File: src/rtl/piezo_tone_seq_if.sv
`default_nettype none
// ============================================================================
// Module   : piezo_tone_seq_if
// Purpose  : Note-stream handshake between the tune controller (master) and
//            the piezo tone sequencer (slave).
// Signals  : note_vld  master->slave  a note is offered
//            note_rdy  slave->master  the note FIFO can accept a note
//            note_per  master->slave  half-period minus 1 in cycles, 0 = rest
//            note_dur  master->slave  note length in cycles, 0 treated as 1
// Revision : 1.0  initial release
// ============================================================================
interface piezo_tone_seq_if #(
    parameter int PER_W = 15,
    parameter int DUR_W = 24
) ();
    logic             note_vld;
    logic             note_rdy;
    logic [PER_W-1:0] note_per;
    logic [DUR_W-1:0] note_dur;

    modport master (
        output note_vld,
        output note_per,
        output note_dur,
        input  note_rdy
    );

    modport slave (
        input  note_vld,
        input  note_per,
        input  note_dur,
        output note_rdy
    );
endinterface
`default_nettype wire

File: src/rtl/piezo_tone_seq.sv
`default_nettype none
// ============================================================================
// Module   : piezo_tone_seq
// Purpose  : Buffers (period, duration) notes in a small FIFO and plays them
//            back-to-back on a complementary piezo drive pair, with rests,
//            a synchronous abort/flush and a per-note completion pulse.
// Ports    : clk        system clock, rising edge
//            rst        synchronous active-high reset
//            clr        synchronous abort and flush
//            note_if    slave side of the note handshake
//            piezo      drive A (registered)
//            piezo_n    drive B (registered)
//            busy       a note is playing or the FIFO holds notes
//            note_done  one-cycle pulse when a played note finishes
//            fifo_cnt   FIFO occupancy
// Params   : PER_W, DUR_W field widths; DEPTH FIFO depth (power of 2, >= 2)
// Revision : 1.0  initial release
// ============================================================================
module piezo_tone_seq #(
    parameter int PER_W = 15,
    parameter int DUR_W = 24,
    parameter int DEPTH = 4
) (
    input  wire logic                       clk,
    input  wire logic                       rst,
    input  wire logic                       clr,
    piezo_tone_seq_if.slave                 note_if,
    output logic                            piezo,
    output logic                            piezo_n,
    output logic                            busy,
    output logic                            note_done,
    output logic [$clog2(DEPTH+1)-1:0]      fifo_cnt
);

    localparam int PTR_W = $clog2(DEPTH);
    localparam int CNT_W = $clog2(DEPTH+1);
    localparam logic [CNT_W-1:0] c_full_cnt = CNT_W'(DEPTH);

    typedef enum logic [0:0] {
        S_IDLE = 1'b0,
        S_PLAY = 1'b1
    } state_t;

    state_t           r_state;
    state_t           w_state_nxt;

    // FIFO storage and bookkeeping
    logic [PER_W-1:0] r_mem_per [DEPTH];
    logic [DUR_W-1:0] r_mem_dur [DEPTH];
    logic [PTR_W-1:0] r_wr_ptr;
    logic [PTR_W-1:0] r_rd_ptr;
    logic [CNT_W-1:0] r_cnt;

    // Current note and its counters
    logic [PER_W-1:0] r_per;
    logic [PER_W-1:0] w_per_nxt;
    logic [DUR_W-1:0] r_dur;
    logic [DUR_W-1:0] w_dur_nxt;
    logic [PER_W-1:0] r_freq_cnt;
    logic [PER_W-1:0] w_freq_nxt;
    logic [DUR_W-1:0] r_dur_cnt;
    logic [DUR_W-1:0] w_dur_cnt_nxt;

    logic             r_piezo;
    logic             w_piezo_nxt;
    logic             r_piezo_n;
    logic             w_piezo_n_nxt;
    logic             r_done;
    logic             w_done_nxt;

    logic             w_abort;
    logic             w_full;
    logic             w_empty;
    logic             w_push;
    logic             w_pop;
    logic [PER_W-1:0] w_head_per;
    logic [DUR_W-1:0] w_head_dur;

    assign w_abort          = rst | clr;
    assign w_full           = (r_cnt == c_full_cnt);
    assign w_empty          = (r_cnt == '0);
    // Ready ignores a concurrent pop so a full FIFO never takes a note.
    assign note_if.note_rdy = !w_full && !w_abort;
    assign w_push           = note_if.note_vld && note_if.note_rdy;
    assign w_head_per       = r_mem_per[r_rd_ptr];
    assign w_head_dur       = r_mem_dur[r_rd_ptr];

    // ------------------------------------------------------------------------
    // FSM state register
    // ------------------------------------------------------------------------
    always_ff @(posedge clk) begin
        if (w_abort) begin
            r_state <= S_IDLE;
        end else begin
            r_state <= w_state_nxt;
        end
    end

    // ------------------------------------------------------------------------
    // FSM next-state and datapath next values
    // ------------------------------------------------------------------------
    always_comb begin
        w_state_nxt   = r_state;
        w_pop         = 1'b0;
        w_per_nxt     = r_per;
        w_dur_nxt     = r_dur;
        w_freq_nxt    = r_freq_cnt;
        w_dur_cnt_nxt = r_dur_cnt;
        w_piezo_nxt   = r_piezo;
        w_piezo_n_nxt = r_piezo_n;
        w_done_nxt    = 1'b0;

        case (r_state)
            S_IDLE: begin
                w_piezo_nxt   = 1'b0;
                w_piezo_n_nxt = 1'b0;
                if (!w_empty) begin
                    w_pop         = 1'b1;
                    w_per_nxt     = w_head_per;
                    // Store the effective length so the end test is a plain
                    // equality and the counter can never pass the stored value.
                    w_dur_nxt     = (w_head_dur == '0) ? DUR_W'(1) : w_head_dur;
                    w_freq_nxt    = '0;
                    w_dur_cnt_nxt = DUR_W'(1);
                    w_piezo_nxt   = (w_head_per != '0);
                    w_piezo_n_nxt = 1'b0;
                    w_state_nxt   = S_PLAY;
                end
            end

            S_PLAY: begin
                if (r_dur_cnt == r_dur) begin
                    // Note end wins over any half-period toggle on this edge.
                    w_state_nxt   = S_IDLE;
                    w_piezo_nxt   = 1'b0;
                    w_piezo_n_nxt = 1'b0;
                    w_done_nxt    = 1'b1;
                end else begin
                    w_dur_cnt_nxt = r_dur_cnt + DUR_W'(1);
                    if (r_per != '0) begin
                        if (r_freq_cnt == r_per) begin
                            w_freq_nxt    = '0;
                            w_piezo_nxt   = ~r_piezo;
                            w_piezo_n_nxt = r_piezo;
                        end else begin
                            w_freq_nxt    = r_freq_cnt + PER_W'(1);
                        end
                    end
                end
            end

            default: begin
                w_state_nxt   = S_IDLE;
                w_piezo_nxt   = 1'b0;
                w_piezo_n_nxt = 1'b0;
            end
        endcase
    end

    // ------------------------------------------------------------------------
    // Datapath registers and FIFO bookkeeping
    // ------------------------------------------------------------------------
    always_ff @(posedge clk) begin
        if (w_abort) begin
            r_wr_ptr   <= '0;
            r_rd_ptr   <= '0;
            r_cnt      <= '0;
            r_per      <= '0;
            r_dur      <= '0;
            r_freq_cnt <= '0;
            r_dur_cnt  <= '0;
            r_piezo    <= 1'b0;
            r_piezo_n  <= 1'b0;
            r_done     <= 1'b0;
        end else begin
            r_per      <= w_per_nxt;
            r_dur      <= w_dur_nxt;
            r_freq_cnt <= w_freq_nxt;
            r_dur_cnt  <= w_dur_cnt_nxt;
            r_piezo    <= w_piezo_nxt;
            r_piezo_n  <= w_piezo_n_nxt;
            r_done     <= w_done_nxt;

            if (w_push) begin
                r_wr_ptr <= r_wr_ptr + PTR_W'(1);
            end
            if (w_pop) begin
                r_rd_ptr <= r_rd_ptr + PTR_W'(1);
            end

            case ({w_push, w_pop})
                2'b10:   r_cnt <= r_cnt + CNT_W'(1);
                2'b01:   r_cnt <= r_cnt - CNT_W'(1);
                default: r_cnt <= r_cnt;
            endcase
        end
    end

    // Storage needs no reset; push is already blocked during rst/clr.
    always_ff @(posedge clk) begin
        if (w_push) begin
            r_mem_per[r_wr_ptr] <= note_if.note_per;
            r_mem_dur[r_wr_ptr] <= note_if.note_dur;
        end
    end

    assign piezo     = r_piezo;
    assign piezo_n   = r_piezo_n;
    assign note_done = r_done;
    assign fifo_cnt  = r_cnt;
    assign busy      = (r_state == S_PLAY) || !w_empty;

endmodule
`default_nettype wire

File: src/flat_wrapper.sv
// flat-port wrapper written by rule: the top's interface ports become plain ports
module piezo_tone_seq_flat 
#(
    parameter int PER_W = 15,
    parameter int DUR_W = 24,
    parameter int DEPTH = 4
)
  (clk, rst, clr, piezo, piezo_n, busy, note_done, fifo_cnt, note_if_note_vld, note_if_note_per, note_if_note_dur, note_if_note_rdy);
  piezo_tone_seq_if #(.PER_W(PER_W), .DUR_W(DUR_W)) note_if_i ();
  input  wire logic clk;
  input  wire logic rst;
  input  wire logic clr;
  output logic piezo;
  output logic piezo_n;
  output logic busy;
  output logic note_done;
  output logic [$clog2(DEPTH+1)-1:0] fifo_cnt;
  input wire logic [$bits(note_if_i.note_vld)-1:0] note_if_note_vld;
  input wire logic [$bits(note_if_i.note_per)-1:0] note_if_note_per;
  input wire logic [$bits(note_if_i.note_dur)-1:0] note_if_note_dur;
  output wire logic [$bits(note_if_i.note_rdy)-1:0] note_if_note_rdy;
  assign note_if_i.note_vld = note_if_note_vld;
  assign note_if_i.note_per = note_if_note_per;
  assign note_if_i.note_dur = note_if_note_dur;
  assign note_if_note_rdy = note_if_i.note_rdy;
  piezo_tone_seq #(.PER_W(PER_W), .DUR_W(DUR_W), .DEPTH(DEPTH)) u_core (.clk(clk), .rst(rst), .clr(clr), .note_if(note_if_i), .piezo(piezo), .piezo_n(piezo_n), .busy(busy), .note_done(note_done), .fifo_cnt(fifo_cnt));
endmodule
File: config.mk
export PLATFORM = sky130hd
export DESIGN_NAME = piezo_tone_seq_flat
export DESIGN_NICKNAME = d
export VERILOG_FILES = /design/src/rtl/piezo_tone_seq_if.sv /design/src/rtl/piezo_tone_seq.sv /design/src/flat_wrapper.sv
export SDC_FILE = /design/constraint.sdc
export NUM_CORES = 1
export LEC_CHECK = 0
export BUFFER_PORTS_ARGS = -buffer_cell sky130_fd_sc_hd__buf_2
export CORE_MARGIN = 2
export CORE_UTILIZATION = 60
export DETAILED_ROUTE_END_ITERATION = 12
export PLACE_DENSITY_LB_ADDON = 0.05
export SYNTH_ARGS = -nofsm -noshare
export SYNTH_HDL_FRONTEND = slang
export SYNTH_SLANG_ARGS = --single-unit
File: constraint.sdc
create_clock -name clk -period 7.5 [get_ports clk]
set_input_delay 2.25 -clock clk [delete_from_list [all_inputs] [get_ports clk]]
set_output_delay 2.25 -clock clk [all_outputs]
set_load 0.05 [all_outputs]
; Word level (Yosys, flattened, before mapping)
; Memories as Yosys holds them, arrays and structs flattened. A register that Yosys moved wholly into a read port is not among the register bits.
; Cells that the tools add are included.
; W data, S select, Z words.
[classes]
n_mul = 0
n_addsub = 6
muxes = 30
shift = 0
n_eq_ne = 10
bitwise_logic = 4
n_reduce_logical = 16
div_mod_pow = 0
n_lt_le_gt_ge = 0
[ops]
columns = operator, n
row1 = $mux W24, 3
row2 = $mux W15, 4
row3 = $pmux W24 S2, 1
row4 = $pmux W15 S2, 1
row5 = $reduce_bool A15 Y1, 2
row6 = $add A24 B1 Y24 const B, 1
row7 = $eq A24 B24 Y1, 1
row8 = $logic_not A24 Y1, 1
row9 = $add A15 B1 Y15 const B, 1
row10 = $eq A15 B15 Y1, 1
row11 = $mux W1, 13
row12 = $mux W2, 4
row13 = $ne A2 B2 Y1 const B, 3
row14 = $ne A3 B3 Y1 const B, 2
row15 = $pmux W1 S2, 3
row16 = $pmux W3 S2, 1
row17 = $reduce_and A2 Y1, 3
row18 = $add A2 B1 Y2 const B, 2
row19 = $add A3 B1 Y3 const B, 1
row20 = $eq A3 B3 Y1 const B, 1
row21 = $logic_not A1 Y1, 3
row22 = $logic_not A3 Y1, 1
row23 = $not A1 Y1, 3
row24 = $reduce_and A3 Y1, 1
row25 = other kinds (8), 9
[word_totals]
latchBits = 0
mem_bits_ro = 0
mem_count = 2
mem_bits_rw = 156
in_bits = 43
elab_cells = 79
ff_bits = 89
out_inout_bits = 8
[memory_table]
columns = memory, depth, word_bits, rd, rd_ports_with_merged_regs, write_ports, line
row1 = u_core.r_mem_dur, 4, 24, 1, 1, 1, piezo_tone_seq.sv:49  ; logic [DUR_W-1:0] r_mem_dur [DEPTH];
row2 = u_core.r_mem_per, 4, 15, 1, 1, 1, piezo_tone_seq.sv:48  ; logic [PER_W-1:0] r_mem_per [DEPTH];

; Depth between registers and ports, before layout
; Gate-level depths: netlist of the first run.
[depth]
ltp_word = 6
ltp_mapped = 11
depth_no_buf = 10

; Worst setup path before layout of the first run
; No wires, ideal clock.
[synth_path]
path_type = input-to-output
start = in clr
end = out note_if_note_rdy
path_buffers = 1
t_required_ns = 5.250
stages = 3
path_slack_ns = 1.611
arrival_time_ns = 3.639
path_cell_list = or2_2 clkbuf_1 a31oi_1
[synth_via]
elab_chain_len = 3
[synth_rtl]
columns = item, line
row1 = "start, declared", flat_wrapper.sv:12  ; input wire logic clr;
row2 = $or A1 B1 Y1, piezo_tone_seq.sv:79  ; assign w_abort = rst | clr;
row3 = $logic_not A1 Y1, piezo_tone_seq.sv:83  ; assign note_if.note_rdy = !w_full && !w_abort;
row4 = $logic_and A1 B1 Y1, piezo_tone_seq.sv:83
row5 = "end, declared", flat_wrapper.sv:21  ; output wire logic [$bits(note_if_i.note_rdy)-1:0] note_if_note_rdy;
; No other way between the ends.

; Final worst setup path of the first run
; Same ends and word-level chain as after synthesis.

==> results.md, run 1 <==
* Mapped Cells at 747
* DRT iter0 DRCs at 501
* Final Skew at 7.38 ps
* CTS resizes at 0
* # Max-Cap Violations at 0
* Clock latency on the worst-skew pair at 520 ps
* Drt pass-1 iters at 5
* Cell chain of the critical path: buf_2 > or2_2 > a31oi_1 > buf_2
* Net Switching at 0.581 mW
* Unique cell type count in the Yosys netlist at 57
* Sink Count at 247
* Final worst path period share at 0.751
* Crit path top cell by count: buf_2
* Fin. Hold Viols at 0
* Slowest CP cell: a31oi_1
* RSZ-0062 raised after global routing: false
* Chip Width at 134 microns
* Worst VDD drop at 0.000191 V
* Antenna Violating Nets Remaining at 0
* Switching Share at 0.205
* First-pass GRT wire length at 32.4 mm
* CP Max Fanout at 6
* Post-Syn Area at 0.0101 sq mm
* FP Rows at 47
* CP required at 5250 ps
* Int Power at 2.25 mW
* Synth area leader: edfxtp_1
* Syn_nets at 798
* Achievable clock frequency at 0.178 GHz
* CP endpoint kind: output port
* Port bufs at 50
* Area growth, synth to finish at 12.4%
* CTS tree: built
* Setup WS pre-CTS at 1860 ps
* Largest cells by area after synthesis: edfxtp_1, dfxtp_1, mux4_2, nand2_1, xor2_1
* Worst Tran Pin Value at 1040 ps
* Syn Area/Cell at 13.5 sq um
* DR DRC count at 0
* EDFF count, synth at 156
* Relative slew slack at 0.301
* Post-DP Area at 0.0105 sq mm
* Leakage at 3.80 nW
* Post-CTS setup buffer count at 0
* DIE HEIGHT at 134 microns
* RR Startpoint: u_core.fifo_cnt[2]
* Avg WL per Cell at 19.5 microns
* Clock-pin transition on the worst setup and hold timing paths at 60 ps
* Final Power at 2.83 mW
* Seq pwr share at 0.515
* Final setup TNS at 0 ps
* Pin count of the biggest net entering global routing at 82
* Detail Placement HPWL at 12.7 mm
* Die area at 0.0179 sq mm
* GRT Util Overall at 0.229
* Pwr dens at 250 mW/mm^2
* Comb pwr share at 0.040
* Detailed-route via count at 6,211
* Outcome: finished, final reports clean
* RD Place Congestion at 0.855
* Tightest Hold Check Type: reg2reg
* Sequential area share after synthesis at 0.644
* Routed wire length at 20.1 mm
* CTS Root Cell: clkbuf_16
* Initial core utilization at 0.611
* CP Launch Type: input pin
* Slowest stage delay, CP at 340 ps
* Cell family with most CP delay: buffers and inverters
* RR Endpoint: u_core.fifo_cnt[2]
* Clock network power share at 0.444
* Asr flop ratio synth at 0
* Synth top area share at 0.464
* Ports at 51
* Setup ws final at 1870 ps
* Final min period at 5630 ps
* Syn. warnings at 0
* Core ar. at 0.0165 sq mm
* Fin area at 0.0113 sq mm
* #FFs+latches synth at 247
* Max-slew violation count at 0
* Number of vias per cell at 6.02
* Ys flop type: edfxtp_1
* GRT overflow at 0
* Critical path arrival at 3380 ps
* Cts hold-fix bufs at 0
* Htree depth at 1
* R2r worst-path depth at 9
* Nets@finish at 843
* Vias in the first global route at 6,202
* Clock tree buffer depth at 3
* Final setup viols at 0
* TritonCTS buffer count at 25
* Fraction of layout cells with a size suffix above 1 at 0.190
* Hold worst-path end: u_core.r_dur[21]
* Crit path kind: in2out
* R2R Setup Slk at 4070 ps
* Initial antenna violation count at 0
* CP Buf/Inv Count at 2
* Hold_sp: u_core.r_dur[21]
* Min-Delay Path Depth at 2
[state kept, by name, summed over array words and instances, names as in the netlist, named ones only]
| signal | cells |
|---|---|
| u_core.note_done | 1 |
| u_core.r_dur | 24 |
| u_core.r_mem_per | 60 |
| u_core.r_per | 15 |
| u_core.fifo_cnt | 3 |
| u_core.r_wr_ptr | 2 |
| u_core.piezo | 1 |
| u_core.r_rd_ptr | 2 |
| u_core.r_freq_cnt | 15 |
| u_core.piezo_n | 1 |
| u_core.r_mem_dur | 96 |
| u_core.r_state | 1 |
| u_core.r_dur_cnt | 24 |
[metal layers]
metal | global-route usage | vias to the layer above | share of wire
li1 | - | 2948 | -
met1 | 0.337 | 3068 | 0.46
met2 | 0.361 | 167 | 0.47
met3 | 0.0392 | 28 | 0.055
met4 | 0.0609 | 0 | 0.018
met5 | 0 | - | 0
[cells in the mapped netlist, types with 2 or more instances]
cell,n
edfxtp_1,156
mux2_2,2
nor3b_1,8
or3_1,10
a32o_1,11
nand4_1,10
buf_2,5
xnor2_1,10
xor2_1,34
o211ai_1,9
mux4_2,39
o21ai_0,17
and4_1,3
a21oi_1,53
nand3b_1,3
and3_1,15
o2111ai_1,3
or2_2,5
dfxtp_1,91
nand2_1,99
and2_1,2
o21a_1,3
mux2i_1,3
ha_1,7
nand3_1,17
nor2_1,18
buf_4,3
inv_1,13
nor3_1,11
nor4_1,24
o21ai_1,2
o41ai_1,5
clkbuf_1,22
a31o_2,5
buf_1,6
o31ai_1,2
[power by group through the flow]
stage / sequential [mW] / clock, mW / combinational, mW
finish: 1.46 / 1.26 / 0.114
global placement: 1.49 / 0 / 0.110
floorplan: 1.49 / 0 / 0.0725
global route: 1.46 / 1.33 / 0.125
detailed placement: 1.49 / 0 / 0.113
CTS: 1.46 / 1.28 / 0.114
[cells by family (layout without fill, tap and decap cells)]
group	after synthesis	count (layout)	synth area share
flip-flops	247	247	0.644
AND/OR/NAND/NOR	230	230	0.113
AO/OA/AOI/OAI	122	122	0.0788
buffers and inverters	51	115	0.0214
multiplexers	45	45	0.0937
XOR/XNOR	44	44	0.0382
adder cells (fa/ha/maj)	8	8	0.0107
other	0	1	0
[cell usage in the layout (no fill, tap or decap), drive strengths merged, types with 11 or more instances in the layout]
master    n
a21oi    53
mux4     39
edfxtp  156
nor2     19
and3     15
buf      55
nor3     12
inv      15
clkbuf   32
o21ai    19
nand2    99
xor2     34
nor4     24
dfxtp    91
a32o     11
nand3    17
[final cells by class]
type | count | area, sq um
multi-input cells | 449 | 3380
flip-flops and latches | 247 | 6510
fillers | 1143 | 5180
inverters | 14 | 52.6
clock inverters | 14 | 175
well taps | 220 | 275
clock buffers | 32 | 662
repair buffers | 55 | 288
diodes | 1 | 2.50
[through the flow]
step	utilization	hold WS [ps]	std cells
final	0.687	467	1032
after global routing	0.686	491	1031
after CTS	0.686	472	1031
after detailed placement	0.636	463	985
after global placement	0.636	458	985
after floorplan	-	448	747
[worst min-delay path: stages (launching register included)]
cell,delay [ps]
dfxtp_1,320
nand2_1,50
a21oi_1,50
[worst max-delay path by stage]
stage	depth (start not counted)	slack, ps	from	to
floorplan	3	1610	clr	note_if_note_rdy
global placement	4	1870	clr	note_if_note_rdy
detailed placement	4	1860	clr	note_if_note_rdy
CTS	4	1850	clr	note_if_note_rdy
global route	4	1800	clr	note_if_note_rdy
finish	4	1870	clr	note_if_note_rdy
Note: power is estimated with default switching activity, not from simulation.
==> run 2, diff against run 1 <==
- clock period: 7.5 -> 5.5 ns (I/O delays scaled with it)
==> results.md, run 2 (synthesis gave the netlist of run 1 again) <==
* CP Max Fanout at 6
* Fin. Hold Viols at 0
* Crit path kind: in2out
* Max FFs per register at 96
* Relative slew slack at 0.147
* Clock latency on the worst-skew pair at 540 ps
* Final worst path period share at 0.817
* Critical path arrival at 2840 ps
* CTS resizes at 0
* Most frequent cells in the layout: edfxtp_1, nand2_1, dfxtp_1
* CP required at 3850 ps
* Top Registers: u_core.r_mem_dur (96), u_core.r_mem_per (60)
* Vias in the first global route at 6,210
* FP Rows at 47
* DIE HEIGHT at 134 microns
* CTS Root Cell: clkbuf_16
* CP Launch Type: input pin
* Number of vias per cell at 6.06
* Final min period at 4490 ps
* First-pass GRT wire length at 33.1 mm
* Tightest Hold Check Type: reg2reg
* Initial core utilization at 0.611
* Pwr dens at 334 mW/mm^2
* Routed wire length at 20.2 mm
* DR DRC count at 0
* Leakage at 3.79 nW
* Setup WS pre-CTS at 1030 ps
* Detail Placement HPWL at 12.8 mm
* CTS tree: built
* Worst VDD drop at 0.000300 V
* Chip Width at 134 microns
* Clock tree buffer depth at 3
* Final setup TNS at 0 ps
* Biggest register: u_core.r_mem_dur
* Inst Count DP at 984
* # Max-Cap Violations at 0
* Pin count of the biggest net entering global routing at 82
* Final Power at 3.78 mW
* Avg WL per Cell at 19.6 microns
* Cts hold-fix bufs at 0
* Sink Count at 247
* Achievable clock frequency at 0.223 GHz
* Post-CTS setup buffer count at 0
* GRT Util Overall at 0.235
* TritonCTS buffer count at 26
* WHS at 470 ps
* Max-slew violation count at 0
* DRT iter0 DRCs at 565
* Initial antenna violation count at 1
* Ports at 51
* Nets@finish at 843
* Core ar. at 0.0165 sq mm
* Worst Tran Pin Value at 1280 ps
* RSZ-0062 raised after global routing: false
* Die area at 0.0179 sq mm
* Antenna Violating Nets Remaining at 0
* Fraction of layout cells with a size suffix above 1 at 0.189
* Outcome: finished, final reports clean
* Clock-pin transition on the worst setup and hold timing paths at 60 ps
* Area growth, synth to finish at 12.0%
* CP endpoint kind: output port
* Fin cells at 1,030
* Hold_sp: u_core.r_dur[6]
* RD Place Congestion at 0.857
* Final Skew at 22.9 ps
* Drt pass-1 iters at 7
* Setup ws final at 1010 ps
* Commonest non-fill, non-tap cell in the layout: edfxtp_1
* Htree depth at 1
* RR Startpoint: u_core.fifo_cnt[2]
* GRT overflow at 0
* Final setup viols at 0
* Port bufs at 50
* Detailed-route via count at 6,242
* Crit path launch: clr
==> run 2: cell types whose count changed in the layout (fill, tap and decap cells not counted), sizes merged <==
cell	previous run	this run
clkinvlp	4	0
clkinv	5	9
bufinv	4	0
clkbuf	32	35
buf	55	54
==> run 2: where the power goes <==
part / leakage (nW) / internal, mW / total (mW) / switching [mW]
clock: 0.400 / 0.937 / 1.63 / 0.693
combinational: 1.25 / 0.0489 / 0.152 / 0.103
sequential: 2.14 / 1.98 / 2.00 / 0.0101
total: 3.79 / 2.97 / 3.78 / 0.807
==> run 2: layout make-up <==
class | instances | area [sq um]
flip-flops and latches | 247 | 6510
repair buffers | 54 | 280
clock buffers | 35 | 734
multi-input cells | 449 | 3380
inverters | 14 | 52.6
well taps | 220 | 275
clock inverters | 10 | 76.3
diodes | 1 | 2.50
fillers | 1174 | 5210
==> run 2: path summary, 6_finish.rpt <==
| kind | to | slack (ps) | depth (start not counted) |
|---|---|---|---|
| worst max-delay path | note_if_note_rdy | 1010 | 4 |
| worst min-delay path | u_core.r_dur[6] | 470 | 2 |
| worst max register to register | u_core.fifo_cnt[2] | 2140 | 9 |
| worst min register to register | u_core.r_dur[6] | 470 | 2 |
==> run 2: critical path, cell delays in order <==
cell and delay [ps]:
buf_2 110, or2_2 340, a31oi_1 390, buf_2 350
==> run 2: per-stage QoR <==
stage / util / instance area (sq um)
2_1_floorplan: - / 10100
3_3_place_gp: 0.635 / 10500
3_5_place_dp: 0.635 / 10500
4_1_cts: 0.684 / 11300
5_1_grt: 0.684 / 11300
6_report: 0.685 / 11300
==> run 2: layer usage <==
metal  GRT usage  vias to the layer above  share of wire
met3      0.0384                       25          0.046
li1            -                     2954              -
met5           0                        -              0
met2       0.374                      143           0.48
met1       0.350                     3120           0.46
met4      0.0449                        0          0.015
